<file path="config.mk">
export PLATFORM = sky130hd
export DESIGN_NAME = prince_inv_sbox_cms
export DESIGN_NICKNAME = d
export VERILOG_FILES = /design/src/rtl/prince_cms_pkg.sv /design/src/rtl/prince_inv_sbox_cms_expand.sv /design/src/rtl/prince_inv_sbox_cms.sv
export SDC_FILE = /design/constraint.sdc
export NUM_CORES = 1
export LEC_CHECK = 0
export CAP_MARGIN = 25
export CORE_ASPECT_RATIO = 0.6
export CORE_MARGIN = 10
export CORE_UTILIZATION = 26
export CTS_CLUSTER_SIZE = 20
export DETAILED_ROUTE_END_ITERATION = 8
export SLEW_MARGIN = 20
export SYNTH_ARGS = -nofsm -noshare
export SYNTH_HDL_FRONTEND = slang
export SYNTH_SLANG_ARGS = --single-unit --ignore-timing --ignore-initial --compat-mode --unroll-limit 50000
</file>
<file path="constraint.sdc">
create_clock -name clk -period 1.7 [get_ports clk]
set_input_delay 0.425 -clock clk [delete_from_list [all_inputs] [get_ports clk]]
set_output_delay 0.425 -clock clk [all_outputs]
set_load 0.005 [all_outputs]
</file>
<file path="src/rtl/prince_cms_pkg.sv">
// Shared types and constants for the CMS-masked PRINCE inverse S-box.
// Optional self-check is enabled with PRINCE_INV_SBOX_SELFCHECK_EN.
package prince_cms_pkg;

    localparam int RAND_W = 32;

    typedef logic [3:0] nibble_t;
    typedef logic [3:0][7:0] exp_shares_t;

    localparam nibble_t PRINCE_INV_SBOX [16] = '{
        4'hB, 4'h7, 4'h3, 4'h2, 4'hF, 4'hD, 4'h8, 4'h9,
        4'hA, 4'h6, 4'h4, 4'h0, 4'h5, 4'hE, 4'hC, 4'h1
    };

    // Algebraic normal form of one output bit (Moebius transform of the LUT)
    function automatic logic [15:0] inv_sbox_anf(input int b);
        logic [15:0] v;
        for (int m = 0; m < 16; m++) begin
            v[4'(m)] = PRINCE_INV_SBOX[4'(m)][2'(b)];
        end
        for (int i = 0; i < 4; i++) begin
            for (int m = 0; m < 16; m++) begin
                if (((m >> i) & 1) != 0) begin
                    v[4'(m)] = v[4'(m)] ^ v[4'(m ^ (1 << i))];
                end
            end
        end
        return v;
    endfunction

endpackage

</file>
<file path="src/rtl/prince_inv_sbox_cms_expand.sv">
// Non-complete cubic expansion of a 2-share nibble into 8 shares per bit,
// followed by a ring refresh. Purely combinational.
module prince_inv_sbox_cms_expand
    import prince_cms_pkg::*;
(
    input  nibble_t             sh0_i,
    input  nibble_t             sh1_i,
    input  logic [RAND_W-1:0]   rand_i,
    output exp_shares_t         q_o
);

    exp_shares_t e;

    // Share index used for input bit i in component j; any three of these
    // selectors are linearly independent, so every cubic cross term appears.
    function automatic logic sel(input int i, input int j);
        logic [2:0] jj;
        jj = 3'(j);
        if (i == 3) return ^jj;
        return jj[2'(i)];
    endfunction

    function automatic logic comp(input int b, input int j,
                                  input nibble_t a0, input nibble_t a1);
        logic [15:0] anf;
        logic        r;
        logic        canon;
        logic        same;
        logic        prod;
        anf = inv_sbox_anf(b);
        r = 1'b0;
        for (int m = 0; m < 16; m++) begin
            if (anf[4'(m)]) begin
                canon = 1'b1;
                for (int jp = 0; jp < j; jp++) begin
                    same = 1'b1;
                    for (int i = 0; i < 4; i++) begin
                        if (((m >> i) & 1) != 0 && sel(i, jp) != sel(i, j))
                            same = 1'b0;
                    end
                    if (same) canon = 1'b0;
                end
                if (canon) begin
                    prod = 1'b1;
                    for (int i = 0; i < 4; i++) begin
                        if (((m >> i) & 1) != 0)
                            prod = prod & (sel(i, j) ? a1[2'(i)] : a0[2'(i)]);
                    end
                    r = r ^ prod;
                end
            end
        end
        return r;
    endfunction

    always_comb begin
        e   = '0;
        q_o = '0;
        for (int b = 0; b < 4; b++) begin
            for (int j = 0; j < 8; j++) begin
                e[2'(b)][3'(j)] = comp(b, j, sh0_i, sh1_i);
                q_o[2'(b)][3'(j)] = e[2'(b)][3'(j)]
                                  ^ rand_i[5'(8 * b + j)]
                                  ^ rand_i[5'(8 * b + (j + 1) % 8)];
            end
        end
    end

endmodule

</file>
<file path="src/rtl/prince_inv_sbox_cms.sv">
// Two-stage elastic CMS-masked PRINCE inverse S-box (expand+refresh, compress).
// Define PRINCE_INV_SBOX_SELFCHECK_EN (simulation only) to add err_o.
module prince_inv_sbox_cms
    import prince_cms_pkg::*;
(
    input  logic              clk,
    input  logic              rst_n,
    input  logic              in_valid,
    output logic              in_ready,
    input  logic [3:0]        in_sh0,
    input  logic [3:0]        in_sh1,
    input  logic [RAND_W-1:0] rand_i,
    output logic              out_valid,
    input  logic              out_ready,
    output logic [3:0]        out_sh0,
`ifdef PRINCE_INV_SBOX_SELFCHECK_EN
    output logic [3:0]        out_sh1,
    output logic              err_o
`else
    output logic [3:0]        out_sh1
`endif
);

    exp_shares_t exp_d;
    (* keep = "true" *) exp_shares_t s1_q;
    logic        v1_q;
    logic        v2_q;
    nibble_t     sh0_q, sh0_d;
    nibble_t     sh1_q, sh1_d;
    logic        adv1;
    logic        adv2;

    prince_inv_sbox_cms_expand u_expand (
        .sh0_i  (in_sh0),
        .sh1_i  (in_sh1),
        .rand_i (rand_i),
        .q_o    (exp_d)
    );

    assign adv2      = !v2_q || out_ready;
    assign adv1      = !v1_q || adv2;
    assign in_ready  = adv1;
    assign out_valid = v2_q;
    assign out_sh0   = sh0_q;
    assign out_sh1   = sh1_q;

    always_comb begin
        sh0_d = '0;
        sh1_d = '0;
        for (int b = 0; b < 4; b++) begin
            sh0_d[2'(b)] = ^s1_q[2'(b)][3:0];
            sh1_d[2'(b)] = ^s1_q[2'(b)][7:4];
        end
    end

    always_ff @(posedge clk or negedge rst_n) begin
        if (!rst_n) begin
            v1_q  <= 1'b0;
            v2_q  <= 1'b0;
            s1_q  <= '0;
            sh0_q <= '0;
            sh1_q <= '0;
        end else begin
            if (adv1) v1_q <= in_valid;
            if (adv1 && in_valid) s1_q <= exp_d;
            if (adv2) v2_q <= v1_q;
            if (adv2 && v1_q) begin
                sh0_q <= sh0_d;
                sh1_q <= sh1_d;
            end
        end
    end

`ifdef PRINCE_INV_SBOX_SELFCHECK_EN
    nibble_t raw1_q;
    nibble_t raw2_q;
    logic    err_q;
    logic    mism;

    assign mism  = v2_q && ((sh0_q ^ sh1_q) != PRINCE_INV_SBOX[raw2_q]);
    assign err_o = err_q || mism;

    always_ff @(posedge clk or negedge rst_n) begin
        if (!rst_n) begin
            raw1_q <= '0;
            raw2_q <= '0;
            err_q  <= 1'b0;
        end else begin
            if (adv1 && in_valid) raw1_q <= in_sh0 ^ in_sh1;
            if (adv2 && v1_q) raw2_q <= raw1_q;
            err_q <= err_q || mism;
        end
    end
`endif

endmodule

</file>
; ---- Word level (Yosys, flattened, before mapping)
; Index checks and enable logic that the tools add are counted.
[classes]
bitwise = 15
reduce_logical = 8
[op_table]
columns = cell, n
row1 = 1-bit bitwise XOR, 9
row2 = 4-bit parity, 2
row3 = 1-bit AND, 4
row4 = 1-bit logical AND, 2
row5 = 1-bit zero test, 2
row6 = 1-bit logical OR, 2
row7 = 1-bit NOT, 2
[totals]
register_bits = 12
input_bits = 44
output_inout_bits = 10
elab_cells = 28

; ---- Logic depth before layout (Yosys ltp)
; Gate-level depths: netlist of the first run.
[depth]
depth_word = 4
mapped_depth = 3
mapped_depth_nobuf = 3

; ---- Modules after synthesis
; Synthesis of the first run repeated with hierarchy kept, for this count alone.
[unflattened]
hier_cells = 141
area_unflattened_um2 = 2023.2
[by_module_without_submodules]
columns = mod, n_inst, cells_each, area_per_inst_um2, seq_area_each_um2
row1 = prince_inv_sbox_cms, 1, 100, 1722.9, 950.9
row2 = prince_inv_sbox_cms_expand, 1, 41, 300.3, 0.0

; ---- Least setup slack after synthesis of the first run
; Ideal clock, no wire load.
[synth_timing]
path_kind = input-to-reg
startpoint = input out_ready
endpoint = register s1_q[0] (netlist name)
setup_time_ns = 0.125
t_arrival_ns = 1.142
t_required_ns = 1.575
slack_ns = 0.433
path_stages = 3
n_path_buf = 0
cell_sequence = nand3b_1 > nand2_2 > mux2_2
[synth_via]
elab_chain_len = 3
[synth_rtl]
columns = item, line
row1 = "start, declared", prince_inv_sbox_cms.sv:14  ; input logic out_ready,
row2 = 1-bit logical OR, prince_inv_sbox_cms.sv:40  ; assign adv2 = !v2_q || out_ready;
row3 = 1-bit logical OR, prince_inv_sbox_cms.sv:41  ; assign adv1 = !v1_q || adv2;
row4 = 1-bit logical AND, prince_inv_sbox_cms.sv:65  ; if (adv1 && in_valid) s1_q <= exp_d;
row5 = "end signal, assigned", prince_inv_sbox_cms.sv:65
row6 = "end, declared", prince_inv_sbox_cms.sv:25  ; (* keep = "true" *) exp_shares_t s1_q;
; No other way between the ends.
; A chain may end at the register's enable or synchronous reset.

; ---- Worst setup path after layout of the first run
[layout_timing]
startpoint = input out_ready
endpoint = register s1_q[3] (netlist name)
; Same word-level chain as after synthesis.

==> metrics, run 1 <==
run status finished clean; critical path startpoint category primary input; Total Wirelength 1.24 mm; # DRC 0; GR peak layer met2; gr usage total 0.0541; Placer Congestion 0.656; CP Class primary input to flop; H-tree lvl count 1; Max IR drop VDD 0.542 mV; CP max FO 8; clock sink count 12; Util after Layout 0.408; vias in the first global route 459; clk_lat worst skew 0.24 ns; Clock Path Buffers 2; Slowest cell on crit path clkdlybuf4s50_1; ratio of cells with drive above 1 in the final layout 0.215; cts bufs inserted 3; hold path depth 1; Final Cycle Share 0.941; Net count, final 124; Crit. End Element flop; post-DP HPWL 1.07 mm; Non-Filler Cell Area, Final 923 sq um; Fmax achieved 625 MHz; cells after synthesis 54; met1 global-route usage 0.0560; first-pass GRT wire length 2.06 mm; Avg Inst Size Synth 11.9 sq um; largest net degree at the start of global routing 13; Ant. Diodes 0; Placed Area 873 sq um; Max-Cap Viols 0; core region area 2260 sq um; Final WS setup 0.101 ns; GRT met3 Usage 0.0426; synthesis-to-layout area growth 43.3%; clock slew at reported path FFs 0.05 ns; I/O Buffers 21; vias per cell 3.87; CP Depth 5; Hold Violations, Final 0; Final Hold Slack 0.482 ns; DR iter-0 viols 37; cell row count 13; Critical Path Max Stage Delay 0.41 ns; Final ANT Viol Nets 0; CTS Hold Buffers Added 0; Pleak 0.382 nW; die area 4930 sq um; Mapped Area 644 sq um; Worst EP required 1.82 ns; via count 422; CTS tree done; Worst Path Buf+Inv 2; Place WS -0.273 ns; yosys warns 0; Hold/Removal Path Class flop to flop; WL/cell 11.3 microns; Pre-antenna DRT Iters 4; worst slew pin tran 0.518 ns; Worst EP arrival 1.72 ns; top-level port count 54; power per cell area 1070 nW/um^2; Die H 58.6 microns; met2 Track Usage GR 0.0778; R2R cell count 4; Starting Density 0.285; final setup vio count 0; die width 84.3 microns; worst clock skew 0.000551 ns; RSZ-0062 raised after global routing false; Final Slew Violations 0; crit-path cells clkdlybuf4s50_1 > nand3b_1 > buf_4 > nand2_2 > mux2_2; GRT overflow 0; antenna violations before repair 0; clock root buffer clkbuf_8; critical path's top delay family buffers and inverters; Slew headroom 0.654; crit path time final 1.60 ns
-- repair_timing --
item	CTS	global route
gates resized for setup	2	1
setup buffers	0	0
setup endpoints to repair	1	1
-- metal layers --
metal,part of all wire,vias up
li1,-,215
met1,0.44,186
met2,0.43,16
met3,0.11,5
met4,0.015,0
met5,0,-
-- worst paths after layout --
kind,from,slack (ns),to
max,out_ready,0.10,s1_q[3]$_DFFE_PN0P_
min,v1_q$_DFFE_PN0P_,0.48,out_valid$_DFFE_PN0P_
max reg2reg,out_valid$_DFFE_PN0P_,0.42,s1_q[3]$_DFFE_PN0P_
min reg2reg,v1_q$_DFFE_PN0P_,0.48,out_valid$_DFFE_PN0P_
max in group asynchronous,rst_n,0.83,s1_q[0]$_DFFE_PN0P_
min in group asynchronous,rst_n,0.53,s1_q[9]$_DFFE_PN0P_
-- report_power, final --
group | total [W] | internal, W | switching (W)
registers | 0.000392 | 0.000354 | 0.0000380
logic | 0.000294 | 0.000200 | 0.0000941
clock network | 0.000306 | 0.000204 | 0.000102
-- layout by cell type, fill, tap and decap left out --
cell type / instances
clkbuf_8: 4
dfrtp_1: 12
clkbuf_2: 1
xnor2_1: 10
xor2_1: 5
clkdlybuf4s50_1: 20
nand2b_1: 3
buf_4: 1
mux2_2: 10
nand2_1: 5
nand3b_1: 1
conb_1: 6
nand2_2: 1
-- stage by stage --
stage                     power, W  setup TNS [ns]  std cells
after CTS                  0.00101               0        109
final                     0.000992               0        109
after global placement    0.000695           -1.49        105
after global routing       0.00106               0        109
after floorplan           0.000574               0         59
after detailed placement  0.000701           -1.39        105
-- registers in the layout, summed over array words and instances (netlist names) --
signal / cells
v1_q: 1
out_valid: 1
s1_q: 8
out_sh0: 2
-- cell type report --
| class | instances | area [sq um] |
|---|---|---|
| clock buffers | 4 | 55.1 |
| multi-input cells | 41 | 318 |
| fillers | 208 | 1340 |
| repair buffers | 22 | 213 |
| flip-flops and latches | 12 | 300 |
| well taps | 30 | 37.5 |
(Power assumes the default switching activity.)
==> run 2, diff against run 1 <==
==> constraint.sdc (replaced) <==
create_clock -name clk -period 1.7 [get_ports clk]
set_input_delay 0.34 -clock clk [delete_from_list [all_inputs] [get_ports clk]]
set_output_delay 0.34 -clock clk [all_outputs]
set_load 0.005 [all_outputs]
==> run 2 against run 1 <==
Against the previous run:
- register-to-register slack hardly changed
- clock skew stayed put
- clock power hardly changed
- setup slack better by 0.045 ns
- power hardly changed
- first-iteration DRC count stayed put
- core utilization is 0.17 points higher
- cell count stayed put
==> metrics, run 2 (synthesis gave the netlist of run 1 again) <==
DR iter-0 viols 37 (unchanged); vias in the first global route 459 (unchanged); first-pass GRT wire length 2.06 mm (unchanged); worst slew pin tran 0.518 ns (unchanged); vias per cell 3.87 (unchanged); register with the most flip-flops s1_q; Pre-antenna DRT Iters 4 (unchanged); core region area 2260 sq um (unchanged); Final Slew Violations 0 (unchanged); CTS Hold Buffers Added 0 (unchanged); Max-Cap Viols 0 (unchanged); Net count, final 124 (unchanged); post-DP HPWL 1.07 mm (unchanged); I/O Buffers 21 (unchanged); H-tree lvl count 1 (unchanged); CP Class primary input to primary output; CTS tree done; Util after Layout 0.410 (+0.00166); run status finished clean; Hold Violations, Final 0 (unchanged); Final ANT Viol Nets 0 (unchanged); Slew headroom 0.654 (unchanged); cts bufs inserted 3 (unchanged); critical path startpoint category primary input; Fmax achieved 644 MHz (+2.9%); max reg flops 8 (unchanged); cell row count 13 (unchanged); CP max FO 2 (-6); final setup vio count 0 (unchanged); clock sink count 12 (unchanged); via count 422 (unchanged); Ant. Diodes 0 (unchanged); Placed Area 873 sq um (unchanged); Worst Path Buf+Inv 2 (unchanged); Worst EP required 1.36 ns (-0.46 ns); most frequent cells in the layout clkdlybuf4s50_1, dfrtp_1, xnor2_1, mux2_2, conb_1; antenna violations before repair 0 (unchanged); clock root buffer clkbuf_8; die area 4930 sq um (unchanged); Max IR drop VDD 0.543 mV (about the same); R2R Path Start out_valid$_DFFE_PN0P_; Non-Filler Cell Area, Final 927 sq um (+0.41%); GRT overflow 0 (unchanged); Starting Density 0.285 (unchanged); crit path time final 1.55 ns (-0.0453 ns); power per cell area 1070 nW/um^2 (-0.36%); clock slew at reported path FFs 0.05 ns (about the same); Final Cycle Share 0.914 (-0.0266); synthesis-to-layout area growth 43.9%; setup TNS 0 ns (unchanged); Crit. End Element primary output; Clock Path Buffers 2 (unchanged); Critical Path Max Stage Delay 0.41 ns (about the same); crit-path cells clkdlybuf4s50_1 > nand3b_1 > dlygate4sd2_1; clk_lat worst skew 0.24 ns (about the same); RSZ-0062 raised after global routing false; die width 84.3 microns (unchanged); largest net degree at the start of global routing 13 (unchanged); WL/cell 11.3 microns (about the same); Placer Congestion 0.656 (unchanged); ratio of cells with drive above 1 in the final layout 0.203 (-0.0127); most common cell after layout, fill and taps aside clkdlybuf4s50_1; Die H 58.6 microns (unchanged); Pleak 0.382 nW (about the same); Worst EP arrival 1.21 ns (-0.51 ns); worst clock skew 0.000551 ns (unchanged); Slowest cell on crit path clkdlybuf4s50_1; # DRC 0 (unchanged); Total Wirelength 1.24 mm (about the same); Critical Path Source out_ready; critical path's top delay family buffers and inverters; Hold/Removal Path Class primary input to async pin; gr usage total 0.0541 (unchanged); top-level port count 54 (unchanged)
## run 2: cell types whose count changed in the layout (fill, tap and decap cells not counted), sizes merged
cell         before  now
clkbuf            5    4
dlygate4sd2       0    1
## run 2: path summary, 6_finish.rpt
kind	slack, ns	end	cells after the start
worst max-delay path	0.15	in_ready	3
worst min-delay path	0.44	s1_q[9]$_DFFE_PN0P_	1
worst max register to register	0.42	s1_q[3]$_DFFE_PN0P_	4
worst min register to register	0.48	out_valid$_DFFE_PN0P_	1
max in group asynchronous	0.91	s1_q[0]$_DFFE_PN0P_	1
min in group clk	0.48	out_valid$_DFFE_PN0P_	1
## run 2: layout make-up
type / count / area [sq um]
Multi-Input combinational cell: 41 / 318
Clock buffer: 4 / 55.1
Sequential cell: 12 / 300
Fill cell: 208 / 1330
Tap cell: 30 / 37.5
Timing Repair Buffer: 22 / 216
## run 2: routing by layer
layer | share of wire | global-route usage | vias to the layer above
met3 | 0.11 | 0.0426 | 5
met4 | 0.015 | 0.0285 | 0
li1 | - | - | 215
met2 | 0.43 | 0.0778 | 16
met5 | 0 | 0 | -
met1 | 0.44 | 0.0560 | 186
## run 2: what timing repair did
item                                    in CTS  in global routing
resized for setup                            1                  0
endpoints found under the setup margin       1                  0
buffers inserted                             0                  0
## run 2: stage by stage
step,worst slack (ns),total power [W],hold WS (ns),instances
global route,0.0808,0.00106,0.495,109
CTS,0.125,0.00101,0.465,109
finish,0.146,0.000992,0.445,109
detailed placement,-0.103,0.000701,0.477,105
global placement,-0.117,0.000695,0.478,105
floorplan,0.518,0.000574,0.0444,59
## run 2: report_power, final
| group | switching [W] | total, W | internal (W) |
|---|---|---|---|
| clock network | 0.000102 | 0.000306 | 0.000204 |
| logic | 0.0000940 | 0.000294 | 0.000200 |
| registers | 0.0000380 | 0.000392 | 0.000354 |
